### config.mk
export PLATFORM = sky130hd
export DESIGN_NAME = ram_rd_ctrl_flat
export DESIGN_NICKNAME = d
export VERILOG_FILES = /design/src/rtl/ram_ctrl_pkg.sv /design/src/rtl/ram_rd_ctrl_if.sv /design/src/rtl/rd_lat_pipe.sv /design/src/rtl/ram_rd_ctrl.sv /design/src/flat_wrapper.sv
export SDC_FILE = /design/constraint.sdc
export NUM_CORES = 1
export LEC_CHECK = 0
export BUFFER_PORTS_ARGS = -buffer_cell sky130_fd_sc_hd__buf_4
export CORE_UTILIZATION = 45
export CTS_BUF_LIST = sky130_fd_sc_hd__clkbuf_4
export CTS_CLUSTER_SIZE = 24
export DETAILED_ROUTE_END_ITERATION = 7
export MAX_ROUTING_LAYER = met4
export PLACE_DENSITY = 0.74
export SYNTH_ARGS = -nofsm -noshare
export SYNTH_HDL_FRONTEND = slang
export SYNTH_SLANG_ARGS = --single-unit
### constraint.sdc
create_clock -name sys_clk -period 2.3 [get_ports sys_clk]
set_clock_uncertainty 0.05 [all_clocks]
set_input_delay 0 -clock sys_clk [delete_from_list [all_inputs] [get_ports sys_clk]]
set_output_delay 0 -clock sys_clk [all_outputs]
set_load 0.05 [all_outputs]
### src/rtl/ram_ctrl_pkg.sv
// Shared definitions for the RAM write/read controllers: FSM state encoding,
// default geometry and the test pattern so both sides agree on expected data.
`timescale 1ns/1ps
package ram_ctrl_pkg;

    typedef enum logic [1:0] {
        StIdle  = 2'd0,
        StRead  = 2'd1,
        StDrain = 2'd2,
        StDone  = 2'd3
    } ctrl_state_e;

    localparam int unsigned DEF_ADDR_W   = 5;
    localparam int unsigned DEF_DATA_W   = 8;
    localparam int unsigned DEF_DEPTH    = 32;
    localparam int unsigned DEF_RD_LAT   = 2;
    localparam int unsigned DEF_PAT_BASE = 0;

    // Pattern word for an address; caller truncates to its data width, giving the wrap.
    function automatic int unsigned pat_word(input int unsigned addr, input int unsigned base);
        return addr + base;
    endfunction

endpackage

### src/rtl/ram_rd_ctrl_if.sv
// Bus bundle between the read controller and its environment (writer, RAM, consumer).
// master: the controller side; slave: the environment side.
`timescale 1ns/1ps
interface ram_rd_ctrl_if
    import ram_ctrl_pkg::*;
#(
    parameter int unsigned ADDR_W = DEF_ADDR_W,
    parameter int unsigned DATA_W = DEF_DATA_W
);
    logic              wr_done;
    logic              ram_rd_en;
    logic [ADDR_W-1:0] ram_addr;
    logic [DATA_W-1:0] ram_rd_data;
    logic              rd_valid;
    logic [ADDR_W-1:0] rd_addr;
    logic [DATA_W-1:0] rd_data;
    logic              busy;
    logic              rd_done;
    logic              chk_err;
    logic [ADDR_W:0]   err_cnt;

    modport master (
        input  wr_done,
        input  ram_rd_data,
        output ram_rd_en,
        output ram_addr,
        output rd_valid,
        output rd_addr,
        output rd_data,
        output busy,
        output rd_done,
        output chk_err,
        output err_cnt
    );

    modport slave (
        output wr_done,
        output ram_rd_data,
        input  ram_rd_en,
        input  ram_addr,
        input  rd_valid,
        input  rd_addr,
        input  rd_data,
        input  busy,
        input  rd_done,
        input  chk_err,
        input  err_cnt
    );

endinterface

### src/rtl/rd_lat_pipe.sv
// Delays {valid, addr} by RD_LAT cycles so they line up with registered RAM read data.
`timescale 1ns/1ps
module rd_lat_pipe #(
    parameter int unsigned ADDR_W = 5,
    parameter int unsigned RD_LAT = 2
) (
    input  logic              clk_i,
    input  logic              rst_ni,
    input  logic              vld_i,
    input  logic [ADDR_W-1:0] addr_i,
    output logic              vld_o,
    output logic [ADDR_W-1:0] addr_o
);

    logic [RD_LAT-1:0] vld_q, vld_d;
    logic [ADDR_W-1:0] addr_q [RD_LAT];
    logic [ADDR_W-1:0] addr_d [RD_LAT];

    // Shift one stage per cycle; stage 0 takes the fresh request.
    always_comb begin
        vld_d[0]  = vld_i;
        addr_d[0] = addr_i;
        for (int i = 1; i < RD_LAT; i++) begin
            vld_d[i]  = vld_q[i-1];
            addr_d[i] = addr_q[i-1];
        end
    end

    // Pipe registers; reset flushes any in-flight read.
    always_ff @(posedge clk_i or negedge rst_ni) begin
        if (!rst_ni) begin
            vld_q <= '0;
            for (int i = 0; i < RD_LAT; i++) begin
                addr_q[i] <= '0;
            end
        end else begin
            vld_q  <= vld_d;
            addr_q <= addr_d;
        end
    end

    assign vld_o  = vld_q[RD_LAT-1];
    assign addr_o = addr_q[RD_LAT-1];

endmodule

### src/rtl/ram_rd_ctrl.sv
// Read-side controller for the single-port RAM experiment. On a rising edge of wr_done it
// sweeps addresses 0..DEPTH-1, aligns returned data with its address and, when built with
// RAM_RD_CHECK_EN defined, compares every word to (addr + PAT_BASE) and counts mismatches.
// Without RAM_RD_CHECK_EN the checker is absent and chk_err/err_cnt read 0.
`timescale 1ns/1ps
module ram_rd_ctrl
    import ram_ctrl_pkg::*;
#(
    parameter int unsigned ADDR_W   = DEF_ADDR_W,
    parameter int unsigned DATA_W   = DEF_DATA_W,
    parameter int unsigned DEPTH    = DEF_DEPTH,
    parameter int unsigned RD_LAT   = DEF_RD_LAT,
    parameter int unsigned PAT_BASE = DEF_PAT_BASE
) (
    input  logic          sys_clk,
    input  logic          sys_rst_n,
    ram_rd_ctrl_if.master bus
);

    localparam int unsigned CNT_W = (RD_LAT > 1) ? $clog2(RD_LAT) : 1;
    localparam logic [ADDR_W-1:0] LAST_ADDR  = ADDR_W'(DEPTH - 1);
    localparam logic [CNT_W-1:0]  LAST_DRAIN = CNT_W'(RD_LAT - 1);

    ctrl_state_e       state_q, state_d;
    logic [ADDR_W-1:0] addr_q, addr_d;
    logic [CNT_W-1:0]  drain_q, drain_d;
    logic              rd_en_q, rd_en_d;
    logic              busy_q, busy_d;
    logic              done_q, done_d;
    logic              wr_done_q;
    logic              start;
    logic              pipe_vld;
    logic [ADDR_W-1:0] pipe_addr;

    assign start = bus.wr_done & ~wr_done_q;

    // Next-state and next-output decode; outputs are registered alongside the state.
    always_comb begin
        state_d = state_q;
        addr_d  = addr_q;
        drain_d = drain_q;
        rd_en_d = 1'b0;
        busy_d  = 1'b0;
        done_d  = 1'b0;
        unique case (state_q)
            StIdle: begin
                if (start) begin
                    state_d = StRead;
                    addr_d  = '0;
                    rd_en_d = 1'b1;
                    busy_d  = 1'b1;
                end
            end
            StRead: begin
                busy_d = 1'b1;
                if (addr_q == LAST_ADDR) begin
                    // Hold the last address; no wrap into unused words.
                    state_d = StDrain;
                    drain_d = '0;
                end else begin
                    addr_d  = addr_q + ADDR_W'(1);
                    rd_en_d = 1'b1;
                end
            end
            StDrain: begin
                if (drain_q == LAST_DRAIN) begin
                    state_d = StDone;
                    done_d  = 1'b1;
                end else begin
                    drain_d = drain_q + CNT_W'(1);
                    busy_d  = 1'b1;
                end
            end
            StDone: begin
                state_d = StIdle;
            end
            default: begin
                state_d = StIdle;
            end
        endcase
    end

    // FSM state, address counter and registered outputs; reset aborts any pass.
    always_ff @(posedge sys_clk or negedge sys_rst_n) begin
        if (!sys_rst_n) begin
            state_q   <= StIdle;
            addr_q    <= '0;
            drain_q   <= '0;
            rd_en_q   <= 1'b0;
            busy_q    <= 1'b0;
            done_q    <= 1'b0;
            wr_done_q <= 1'b0;
        end else begin
            state_q   <= state_d;
            addr_q    <= addr_d;
            drain_q   <= drain_d;
            rd_en_q   <= rd_en_d;
            busy_q    <= busy_d;
            done_q    <= done_d;
            wr_done_q <= bus.wr_done;
        end
    end

    rd_lat_pipe #(
        .ADDR_W (ADDR_W),
        .RD_LAT (RD_LAT)
    ) u_rd_lat_pipe (
        .clk_i  (sys_clk),
        .rst_ni (sys_rst_n),
        .vld_i  (rd_en_q),
        .addr_i (addr_q),
        .vld_o  (pipe_vld),
        .addr_o (pipe_addr)
    );

    assign bus.ram_rd_en = rd_en_q;
    assign bus.ram_addr  = addr_q;
    assign bus.busy      = busy_q;
    assign bus.rd_done   = done_q;
    assign bus.rd_valid  = pipe_vld;
    assign bus.rd_addr   = pipe_addr;
    // RAM output is already registered; gate it so idle cycles read as zero.
    assign bus.rd_data   = pipe_vld ? bus.ram_rd_data : '0;

`ifdef RAM_RD_CHECK_EN
    logic              chk_err_q, chk_err_d;
    logic [ADDR_W:0]   err_cnt_q, err_cnt_d;
    logic [DATA_W-1:0] exp_data;
    logic              mismatch;

    // Pattern compare on each aligned word; results clear when a new pass starts.
    always_comb begin
        exp_data  = DATA_W'(pat_word(32'(pipe_addr), PAT_BASE));
        mismatch  = pipe_vld && (bus.ram_rd_data != exp_data);
        chk_err_d = chk_err_q;
        err_cnt_d = err_cnt_q;
        if ((state_q == StIdle) && start) begin
            chk_err_d = 1'b0;
            err_cnt_d = '0;
        end else if (mismatch) begin
            chk_err_d = 1'b1;
            if (err_cnt_q != '1) begin
                err_cnt_d = err_cnt_q + (ADDR_W+1)'(1);
            end
        end
    end

    // Sticky error flag and saturating mismatch counter.
    always_ff @(posedge sys_clk or negedge sys_rst_n) begin
        if (!sys_rst_n) begin
            chk_err_q <= 1'b0;
            err_cnt_q <= '0;
        end else begin
            chk_err_q <= chk_err_d;
            err_cnt_q <= err_cnt_d;
        end
    end

    assign bus.chk_err = chk_err_q;
    assign bus.err_cnt = err_cnt_q;
`else
    assign bus.chk_err = 1'b0;
    assign bus.err_cnt = '0;
`endif

endmodule

### src/flat_wrapper.sv
// flat-port wrapper written by rule: the top's interface ports become plain ports
module ram_rd_ctrl_flat import ram_ctrl_pkg::*;
#(
    parameter int unsigned ADDR_W   = DEF_ADDR_W,
    parameter int unsigned DATA_W   = DEF_DATA_W,
    parameter int unsigned DEPTH    = DEF_DEPTH,
    parameter int unsigned RD_LAT   = DEF_RD_LAT,
    parameter int unsigned PAT_BASE = DEF_PAT_BASE
)
  (sys_clk, sys_rst_n, bus_wr_done, bus_ram_rd_data, bus_ram_rd_en, bus_ram_addr, bus_rd_valid, bus_rd_addr, bus_rd_data, bus_busy, bus_rd_done, bus_chk_err, bus_err_cnt);
  ram_rd_ctrl_if #(.ADDR_W(ADDR_W), .DATA_W(DATA_W)) bus_i ();
  input  logic sys_clk;
  input  logic sys_rst_n;
  input wire logic [$bits(bus_i.wr_done)-1:0] bus_wr_done;
  input wire logic [$bits(bus_i.ram_rd_data)-1:0] bus_ram_rd_data;
  output wire logic [$bits(bus_i.ram_rd_en)-1:0] bus_ram_rd_en;
  output wire logic [$bits(bus_i.ram_addr)-1:0] bus_ram_addr;
  output wire logic [$bits(bus_i.rd_valid)-1:0] bus_rd_valid;
  output wire logic [$bits(bus_i.rd_addr)-1:0] bus_rd_addr;
  output wire logic [$bits(bus_i.rd_data)-1:0] bus_rd_data;
  output wire logic [$bits(bus_i.busy)-1:0] bus_busy;
  output wire logic [$bits(bus_i.rd_done)-1:0] bus_rd_done;
  output wire logic [$bits(bus_i.chk_err)-1:0] bus_chk_err;
  output wire logic [$bits(bus_i.err_cnt)-1:0] bus_err_cnt;
  assign bus_i.wr_done = bus_wr_done;
  assign bus_i.ram_rd_data = bus_ram_rd_data;
  assign bus_ram_rd_en = bus_i.ram_rd_en;
  assign bus_ram_addr = bus_i.ram_addr;
  assign bus_rd_valid = bus_i.rd_valid;
  assign bus_rd_addr = bus_i.rd_addr;
  assign bus_rd_data = bus_i.rd_data;
  assign bus_busy = bus_i.busy;
  assign bus_rd_done = bus_i.rd_done;
  assign bus_chk_err = bus_i.chk_err;
  assign bus_err_cnt = bus_i.err_cnt;
  ram_rd_ctrl #(.ADDR_W(ADDR_W), .DATA_W(DATA_W), .DEPTH(DEPTH), .RD_LAT(RD_LAT), .PAT_BASE(PAT_BASE)) u_core (.sys_clk(sys_clk), .sys_rst_n(sys_rst_n), .bus(bus_i));
endmodule
==> flow_metrics.tcl <==
set metrics [dict create \
    run_status "complete, no violations" \
    cts.repair.resized 0 \
    cts_made_buffers 3 \
    r2r_start "u_core.bus.ram_addr[0]" \
    layout_setup_ws_ns 0.217 \
    critPathMaxFanout 6 \
    synth.most_common_cell "sky130_fd_sc_hd__dfrtp_1" \
    path_delay_family "compound AO/OA/AOI/OAI gates" \
    irDropWorstVdd_mv 0.732 \
    core.rowCount 17 \
    tritoncts_clock_tree "yes" \
    startpoint_type_of_the_worst_setup_path "flip-flop" \
    clockRootBuffer "sky130_fd_sc_hd__clkbuf_4" \
    post_synth_edffs 0 \
    mappedNetlistArea_sq_um 1060 \
    seq_power_share 0.344 \
    htree_num_levels 1 \
    post_drt_wl_per_cell_um 11.5 \
    clock_insertion_delay_worst_skew_ns 0.31 \
    track_usage 0.144 \
    setup_violating_endpoint_count_in_the_final_report 0 \
    io_buffer_count 32 \
    fill_cells 188 \
    critical_path.slowest_cell "sky130_fd_sc_hd__dfrtp_1" \
    path_category_of_the_worst_min_delay_check "in -> async" \
    final.period_utilization 0.906 \
    drt.antenna.violating_nets 0 \
    floorplan.initialDensity 0.480 \
    max_clock_buf_depth 2 \
    routed_wl_um 1700 \
    setup.worst_path.start "u_core.bus.ram_addr[0]" \
    layout-drive-gt1-share 0.317 \
    category_of_the_critical_setup_timing_path "reg -> reg" \
    vias_in_the_first_global_route 608 \
    place_worst_setup_slack_ns 0.250 \
    cell_accounting_for_the_most_synthesized_area "sky130_fd_sc_hd__dfrtp_1" \
    grt_pass1_wl_um 2640 \
    placed_wire_length_estimate_um 1260 \
    synth_cells 89 \
    netlist-cell-type-count 21 \
    insertedDiodeCount 0 \
    drt_iter0_markers 7 \
    power.clock.fraction 0.160 \
    via_count 742 \
    total_core_area_sq_um 2210 \
    utilization 0.604 \
    drc_errors 0 \
    comb_power_share 0.497 \
    dpl.cell_count 142 \
    finalSetupTns_ns 0 \
    final_max_slew_viol_count 0 \
    hold_viol 0 \
    area_delta_synth_final_pct 25.9 \
    critical_path.cell_chain "ha_1, and3_1, ha_1, and2_1, a211o_1, a211o_1" \
    layoutNonFillerInstCount 148 \
    finish.net_count 138 \
    final.hold.worst_slack_ns 0.0564 \
    synthesis.area_per_instance_sq_um 11.9 \
    power.switching_fraction 0.448 \
    ys.warnings.count 0 \
    globalplace.congestion 0.805 \
    ys_dominant_reg_cell "sky130_fd_sc_hd__dfrtp_1" \
    dr.pass1.iters 4 \
    area_fraction_of_the_dominant_cell_type_after_synthesis 0.566 \
    vertical_die_dimension_um 50.6 \
    io_pins 40 \
    ys_top_cells_by_count "sky130_fd_sc_hd__dfrtp_1, sky130_fd_sc_hd__buf_4, sky130_fd_sc_hd__and2_1" \
    worst_ep_required_time_ns 2.46 \
    grt_max_degree 25 \
    rsz0062_at_grt "false" \
    clkSlewWorstSetupHoldPaths_ns 0.13 \
    total_leakage_power_nw 0.714 \
    maxCapViolCount 0 \
    min_period_ns 2.08 \
    synth_area_leaders "sky130_fd_sc_hd__dfrtp_1, sky130_fd_sc_hd__buf_4, sky130_fd_sc_hd__ha_1, sky130_fd_sc_hd__and2_1, sky130_fd_sc_hd__a2111oi_0" \
    critical_path.endpoint_type "flip-flop" \
    synth_async_sr_flop_share 1.00 \
    power-per-cell-area_nw_per_um2 1400 \
    p_sw_w 0.000840 \
    viasPerCell 5.01 \
    cell_internal_power_w 0.00104 \
    dieArea_sq_um 2560 \
    arrival_ns 2.24 \
    number_of_buffers_and_inverters_on_the_critical_path 0 \
    fmax_mhz 480 \
    globalRouteOverflowTotal 0 \
    chipWidth_um 50.6 \
    grt_antenna_before_repair 0 \
    cts_sinks 24 \
    worst_path_largest_cell_delay_ns 0.45 \
    post_synthesis_register_bit_count 24 \
    synth_seq_area_share 0.566 \
]
path summary, 6_finish.rpt:
kind | endpoint | slack [ns] | depth (start not counted)
max | u_core.bus.ram_addr[3] | 0.22 | 6
min in group sys_clk | u_core.wr_done_q | 0.30 | 2
min | u_core.u_rd_lat_pipe.addr_o[0] | 0.06 | 2
min reg2reg | u_core.u_rd_lat_pipe.addr_o[0] | 0.31 | 0
max reg2reg | u_core.bus.ram_addr[3] | 0.22 | 6
max in group asynchronous | u_core.wr_done_q | 1.91 | 2
kinds of logic after synthesis:
family,Yosys count,share of synthesized area
mux,2,0.0212
compound gates,13,0.0967
other cells,1,0.00353
fa+ha+maj,6,0.0708
flops,24,0.566
simple gates,27,0.141
buf+inv,16,0.100
metal layers:
| metal | global-route usage | vias up | part of all wire |
|---|---|---|---|
| li1 | - | 347 | - |
| met1 | 0.179 | 359 | 0.42 |
| met4 | 0.0556 | 0 | 0.014 |
| met2 | 0.227 | 32 | 0.48 |
| met5 | - | - | 0 |
| met3 | 0.0364 | 4 | 0.084 |
per-stage QoR:
step	total power (W)	cell area, sq um
CTS	0.00189	1340
detailed placement	0.00159	1260
floorplan	0.00137	1080
global placement	0.00157	1260
global route	0.00198	1340
finish	0.00187	1340
placed cells by master, fill, tap and decap left out, types with 2 or more instances in the layout:
| cell type | count |
|---|---|
| sky130_fd_sc_hd__a22o_1 | 2 |
| sky130_fd_sc_hd__and2_1 | 10 |
| sky130_fd_sc_hd__nor2_1 | 5 |
| sky130_fd_sc_hd__a2111oi_0 | 3 |
| sky130_fd_sc_hd__mux2_2 | 2 |
| sky130_fd_sc_hd__conb_1 | 7 |
| sky130_fd_sc_hd__ha_1 | 6 |
| sky130_fd_sc_hd__dlygate4sd3_1 | 2 |
| sky130_fd_sc_hd__and3_1 | 2 |
| sky130_fd_sc_hd__nand3b_1 | 2 |
| sky130_fd_sc_hd__buf_4 | 32 |
| sky130_fd_sc_hd__inv_1 | 3 |
| sky130_fd_sc_hd__dfrtp_1 | 24 |
| sky130_fd_sc_hd__nor2b_1 | 2 |
| sky130_fd_sc_hd__a21oi_1 | 3 |
| sky130_fd_sc_hd__nand2_1 | 3 |
| sky130_fd_sc_hd__nand2b_1 | 2 |
| sky130_fd_sc_hd__a211o_1 | 3 |
| sky130_fd_sc_hd__clkbuf_4 | 3 |
power by group through the flow:
stage	Sequential [W]	Combinational, W	Clock, W
final	0.000644	0.000931	0.000299
after global routing	0.000663	0.000995	0.000323
after CTS	0.000647	0.000938	0.000306
after detailed placement	0.000656	0.000935	0
after global placement	0.000647	0.000923	0
after floorplan	0.000818	0.000549	0
registers in the layout (all words and copies together) (netlist names), 2 cells and up:
| signal | flops |
|---|---|
| u_core.u_rd_lat_pipe.vld_q | 2 |
| u_core.u_rd_lat_pipe.addr_o | 5 |
| u_core.u_rd_lat_pipe.addr_d | 5 |
| u_core.bus.ram_addr | 5 |
| u_core.state_q | 2 |
worst register-to-register path: cells and delay by family (launching register included):
family	cells	cell delay [ns]
adder cells (fa/ha/maj)	2	0.47
AND/OR/NAND/NOR	2	0.37
flip-flops	1	0.45
AO/OA/AOI/OAI	2	0.64
timing repair:
item,4_1_cts,5_1_grt
setup endpoints to repair,0,0
hold endpoints to repair,27,0
buffers inserted,0,0
hold buffers,2,0
final cells by class:
cell class,instances,area [sq um],share of cell area
clock buffer,3,22.5,0.0169
clock inverter,1,30.0,0.0225
inverter,3,11.3,0.00843
multi-input combinational,55,377,0.282
sequential,24,601,0.449
tap,28,35.0,0.0262
timing repair buffer,34,260,0.195
(Power assumes the default switching activity.)
